File: config.mk
export PLATFORM = sky130hd
export DESIGN_NAME = sopc_bus_arbiter
export DESIGN_NICKNAME = d
export VERILOG_FILES = /design/src/rtl/sopc_pkg.sv /design/src/rtl/sopc_rr_pick.sv /design/src/rtl/sopc_bus_arbiter.sv
export SDC_FILE = /design/constraint.sdc
export NUM_CORES = 1
export LEC_CHECK = 0
export CAP_MARGIN = 20
export CORE_AREA = 2 2 123 125
export CTS_BUF_LIST = sky130_fd_sc_hd__clkbuf_4 sky130_fd_sc_hd__clkbuf_8
export CTS_CLUSTER_DIAMETER = 30
export DETAILED_ROUTE_END_ITERATION = 6
export DIE_AREA = 0 0 125 127
export GPL_ROUTABILITY_DRIVEN = 1
export PLACE_DENSITY = 0.85
export SYNTH_ARGS = -nofsm -noshare
export SYNTH_HDL_FRONTEND = slang
export SYNTH_SLANG_ARGS = --single-unit
File: constraint.sdc
create_clock -name clk -period 4.3 [get_ports clk]
set_input_delay 0.43 -clock clk [delete_from_list [all_inputs] [get_ports clk]]
set_output_delay 0.43 -clock clk [all_outputs]
set_load 0.01 [all_outputs]
File: src/rtl/sopc_pkg.sv
// Shared definitions for the two-master SOPC bus arbiter: state encoding and
// default parameter values.
package sopc_pkg;

  typedef enum logic [1:0] {
    ST_IDLE = 2'd0,
    ST_BUSY = 2'd1,
    ST_DONE = 2'd2
  } arb_state_t;

  localparam int DEF_ADDR_W  = 32;
  localparam int DEF_DATA_W  = 32;
  localparam int DEF_TIMEOUT = 255;

endpackage

File: src/rtl/sopc_rr_pick.sv
// Two-way round-robin pick: on a tie the master not served last wins.
// Purely combinational, one-hot grant out.
module sopc_rr_pick (
  input  logic [1:0] req,
  input  logic       last_served,
  output logic [1:0] gnt
);

  always_comb begin
    gnt = 2'b00;
    case (req)
      2'b01:   gnt = 2'b01;
      2'b10:   gnt = 2'b10;
      2'b11:   gnt = last_served ? 2'b01 : 2'b10;
      default: gnt = 2'b00;
    endcase
  end

endmodule

File: src/rtl/sopc_bus_arbiter.sv
// Two-master (CPU data port, UART loader) arbiter onto a single shared slave bus,
// with round-robin tie-break and slave-ack timeout completion.
module sopc_bus_arbiter
  import sopc_pkg::*;
#(
  parameter int ADDR_W  = DEF_ADDR_W,
  parameter int DATA_W  = DEF_DATA_W,
  parameter int TIMEOUT = DEF_TIMEOUT
) (
  input  logic                clk,
  input  logic                rst,
  input  logic                m0_req,
  input  logic                m0_we,
  input  logic [ADDR_W-1:0]   m0_addr,
  input  logic [DATA_W-1:0]   m0_wdata,
  input  logic [DATA_W/8-1:0] m0_be,
  output logic                m0_ack,
  output logic                m0_err,
  output logic [DATA_W-1:0]   m0_rdata,
  input  logic                m1_req,
  input  logic                m1_we,
  input  logic [ADDR_W-1:0]   m1_addr,
  input  logic [DATA_W-1:0]   m1_wdata,
  input  logic [DATA_W/8-1:0] m1_be,
  output logic                m1_ack,
  output logic                m1_err,
  output logic [DATA_W-1:0]   m1_rdata,
  output logic                s_req,
  output logic                s_we,
  output logic [ADDR_W-1:0]   s_addr,
  output logic [DATA_W-1:0]   s_wdata,
  output logic [DATA_W/8-1:0] s_be,
  input  logic                s_ack,
  input  logic [DATA_W-1:0]   s_rdata,
  output logic                grant
);

  localparam int CNT_W = $clog2(TIMEOUT + 1);

  arb_state_t       state;
  logic             last_served;
  logic [1:0]       pick;
  logic [CNT_W-1:0] cnt;
  logic [CNT_W-1:0] cnt_inc;
  logic             timeout_hit;

  sopc_rr_pick u_pick (
    .req         ({m1_req, m0_req}),
    .last_served (last_served),
    .gnt         (pick)
  );

  // The counter "reaches TIMEOUT" on the edge where it would step to TIMEOUT,
  // so a silent slave yields exactly TIMEOUT BUSY cycles.
  assign cnt_inc     = cnt + 1'b1;
  assign timeout_hit = (cnt_inc == CNT_W'(TIMEOUT));

  always_ff @(posedge clk) begin
    if (rst) begin
      state       <= ST_IDLE;
      last_served <= 1'b1;
      cnt         <= '0;
      grant       <= 1'b0;
      s_req       <= 1'b0;
      s_we        <= 1'b0;
      s_addr      <= '0;
      s_wdata     <= '0;
      s_be        <= '0;
      m0_ack      <= 1'b0;
      m0_err      <= 1'b0;
      m0_rdata    <= '0;
      m1_ack      <= 1'b0;
      m1_err      <= 1'b0;
      m1_rdata    <= '0;
    end else begin
      m0_ack <= 1'b0;
      m0_err <= 1'b0;
      m1_ack <= 1'b0;
      m1_err <= 1'b0;
      case (state)
        ST_IDLE: begin
          if (pick != 2'b00) begin
            grant   <= pick[1];
            s_req   <= 1'b1;
            s_we    <= pick[1] ? m1_we    : m0_we;
            s_addr  <= pick[1] ? m1_addr  : m0_addr;
            s_wdata <= pick[1] ? m1_wdata : m0_wdata;
            s_be    <= pick[1] ? m1_be    : m0_be;
            cnt     <= '0;
            state   <= ST_BUSY;
          end
        end
        ST_BUSY: begin
          if (s_ack || timeout_hit) begin
            s_req <= 1'b0;
            state <= ST_DONE;
            if (grant) begin
              m1_ack   <= 1'b1;
              m1_err   <= ~s_ack;
              m1_rdata <= s_ack ? s_rdata : '0;
            end else begin
              m0_ack   <= 1'b1;
              m0_err   <= ~s_ack;
              m0_rdata <= s_ack ? s_rdata : '0;
            end
          end else begin
            cnt <= cnt_inc;
          end
        end
        ST_DONE: begin
          last_served <= grant;
          state       <= ST_IDLE;
        end
        default: state <= ST_IDLE;
      endcase
    end
  end

endmodule

==> summary.md <==
| Metric | Value |
|---|---|
| Die area | 15,900 µm² |
| Syn Inst Count | 702 |
| Clk slew on worst S/H paths | 0.08 ns |
| Yosys warns | 0 |
| Static leakage | 0.00350 µW |
| Placed Cells | 1,144 |
| Worst Max-Slew Pin Slew | 1.12 ns |
| RSZ-0062 raised after global routing | false |
| Upper clock frequency limit | 0.392 GHz |
| Post-layout nets | 1,156 |
| Vias per cell | 5.64 |
| Max rail drop VDD | 176 µV |
| Final min period | 2.55 ns |
| Clock Latency Late Sink | 0.46 ns |
| Seq. cell area | 3000 µm² |
| Fillers | 1,180 |
| Critical-path cell list | ha_1 -> and3_1 -> mux2_2 -> a221o_2 -> buf_4 -> a32oi_1 -> o21ai_1 |
| Max cap viols | 0 |
| Multi-input gate area | 3110 µm² |
| DR vias | 6,626 |
| Overall global routing resource usage | 26.5% |
| Share of cells above drive strength 1 | 5.85% |
| Boundary Pins | 314 |
| Slew Limit Headroom | 25.2% |
| Commonest non-fill, non-tap cell in the layout | clkdlybuf4s50_1 |
| Worst Hold Slack | 0.485 ns |
| WL/cell | 18.4 µm |
| Starting density of the core | 44.6% |
| Critical path depth | 7 |
| Worst r2r src | cnt[1]$_SDFFE_PP0P_ |
| Core Rows | 44 |
| RD Place Congestion | 0.838 |
| Hold path startpoint | m0_rdata[31]$_SDFFE_PP0P_ |
| CTS tree | yes |
| Synth top area share | 46.7% |
| Largest stage delay, worst path | 0.43 ns |
| N_diodes | 0 |
| Syn Area/Cell | 9.15 µm² |
| Sw power | 998 µW |
| Slowest-stage cell, CP | dfxtp_1 |
| Status | completed |
| PwrDens | 359 nW/µm² |
| CP top delay family | compound AO/OA/AOI/OAI gates |
| Synth Net Count | 879 |
| Power share of the clock group | 31.9% |
| Asr flop ratio synth | 0% |
| Hold Path Depth | 2 |
| Sequential cell area fraction in the yosys report | 46.7% |
| Max Clock Skew | 0.0158 ns |
| Pint | 2610 µW |
| DR pass1 iterations | 5 |
| Sw Share | 27.7% |
| Crit path launch type | register |
| Worst EP required | 4.63 ns |
| GRT Residual Overflow | 0 |
| Vias in the first global route | 6,283 |
| CP Class | register to register |
| Core Area | 14,400 µm² |
| Hold buffer count at cts | 0 |
| Largest net degree at the start of global routing | 74 |
| H-tree Lvls | 4 |
| Post-CTS Setup Inserts | 0 |
| TritonCTS Buffers | 17 |
| Main synth FF type | dfxtp_1 |
| Setup TNS | 0 ns |
| Clock tree buffer depth | 2 |
| Design Power | 3610 µW |
| First-pass GRT wire length | 33.4 mm |
| EDFF count, synth | 0 |
| Starting DRT DRC Count | 548 |
| Final Hold Vio Count | 0 |
| Post-synth top area cell | dfxtp_1 |
| Synth top area cells | dfxtp_1 (47%), mux2i_1 (11%), a211oi_1 (8.4%) |
| DRT Wirelength | 21.7 mm |
| Most frequent cells in the layout | clkdlybuf4s50_1 (312), dfxtp_1 (150), nor2_1 (75) |
| Fin crit share | 59.4% |
| Final setup fails | 0 |
| Final std cells w/o fill | 1,175 |
| Post-CTS sizing | 0 |
| DP HPWL | 15.4 mm |
| Antenna-violating nets left | 0 |
| Sequential share of power | 44.0% |
| Crit Path Max Fanout | 64 |
| Die Y | 127 µm |
| CP Capture Type | register |
| CTS Sinks | 150 |
| Antenna violations before repair | 0 |
| Hold WC Path Type | register to register |
| Drc violations | 0 |
| Count of pins over their slew limit | 0 |
| Yosys reg bits | 150 |
| Combinational share of power | 24.2% |
| Critical path startpoint | cnt[1]$_SDFFE_PP0P_ |
| Post-Syn Area | 6430 µm² |
| Buffers added on ports | 313 |
| Clock root buffer | clkbuf_8 |
| Die width | 125 µm |
| WP buf/inv | 1 |
| Cell variety after synth | 44 |
| Worst Path Arrival | 2.88 ns |
| Worst reg2reg path depth | 7 |
| Synth-to-layout area growth | 56.2% |
==> synthesized netlist by cell type (2+ instances only) <==
cell type	number
dfxtp_1	150
nor2_1	77
a211oi_1	72
mux2i_1	70
nand3_1	67
a21oi_1	66
a22oi_1	65
clkbuf_1	45
buf_2	15
o21ai_0	9
buf_1	7
inv_1	7
a31oi_1	4
nand2_1	4
nor2b_1	4
buf_6	3
nand4_1	3
nor4_1	3
a21boi_0	2
and3_1	2
ha_1	2
nand2b_1	2
nor3_1	2
==> area by class of cell <==
type	count	share of cell area, %
timing repair buffer	328	32.3
multi-input combinational	474	31.0
sequential	150	29.9
clock buffer	23	2.90
tap	184	2.29
clock inverter	8	1.23
inverter	8	0.299
==> power by group through the flow <==
| stage | Sequential (µW) | Combinational [µW] | Clock (µW) |
|---|---|---|---|
| after floorplan | 1660 | 319 | 0 |
| after global placement | 1610 | 852 | 0 |
| after detailed placement | 1620 | 866 | 0 |
| after CTS | 1580 | 873 | 1170 |
| after global routing | 1600 | 931 | 1220 |
| final | 1590 | 871 | 1150 |
==> flip-flops by register name, indices dropped and copies added, names as in the netlist, 2 cells and up <==
name / cells
s_wdata: 32
m0_rdata: 32
cnt: 8
m1_rdata: 32
state: 2
s_addr: 32
s_be: 4
==> worst register-to-register path, stage by stage (launching register included) <==
cell,delay (ns)
dfxtp_1,0.43
ha_1,0.26
and3_1,0.26
mux2_2,0.36
a221o_2,0.41
buf_4,0.36
a32oi_1,0.27
o21ai_1,0.08
==> metal layers <==
layer  global-route usage (%)  wire [µm]  up-vias
li1                         -          -     3167
met1                     30.5       8450     3082
met2                     45.6      10700      325
met3                     7.71       1710       52
met4                     12.5        824        0
met5                        0          0        -
==> cells by family (layout without fill, tap and decap cells) <==
family / count (synthesis) / count (layout) / synth area share [%]
AOI/OAI and AO/OA: 225 / 225 / 23.3
adders and majority gates: 2 / 2 / 0.389
buffers and inverters: 78 / 367 / 5.20
DFF: 150 / 150 / 46.7
muxes: 71 / 71 / 11.1
and+or+nand+nor: 176 / 176 / 13.3
==> metrics by stage <==
stage                     utilization (%)  instance area [µm²]  worst slack [ns]
after floorplan                         -                 6430              2.26
after global placement               66.7                 9620              1.59
after detailed placement             66.7                 9620              1.51
after CTS                            69.6                10000              1.76
after global routing                 69.6                10000              1.55
final                                69.6                10000              1.75
==> worst paths after layout <==
kind                               end  slack [ns]
max                cnt[3]$_SDFFE_PP0P_        1.75
min          m0_rdata[31]$_SDFFE_PP0P_        0.49
max reg2reg        cnt[3]$_SDFFE_PP0P_        1.75
min reg2reg  m0_rdata[31]$_SDFFE_PP0P_        0.49
Note: power is estimated with default switching activity, not from simulation.
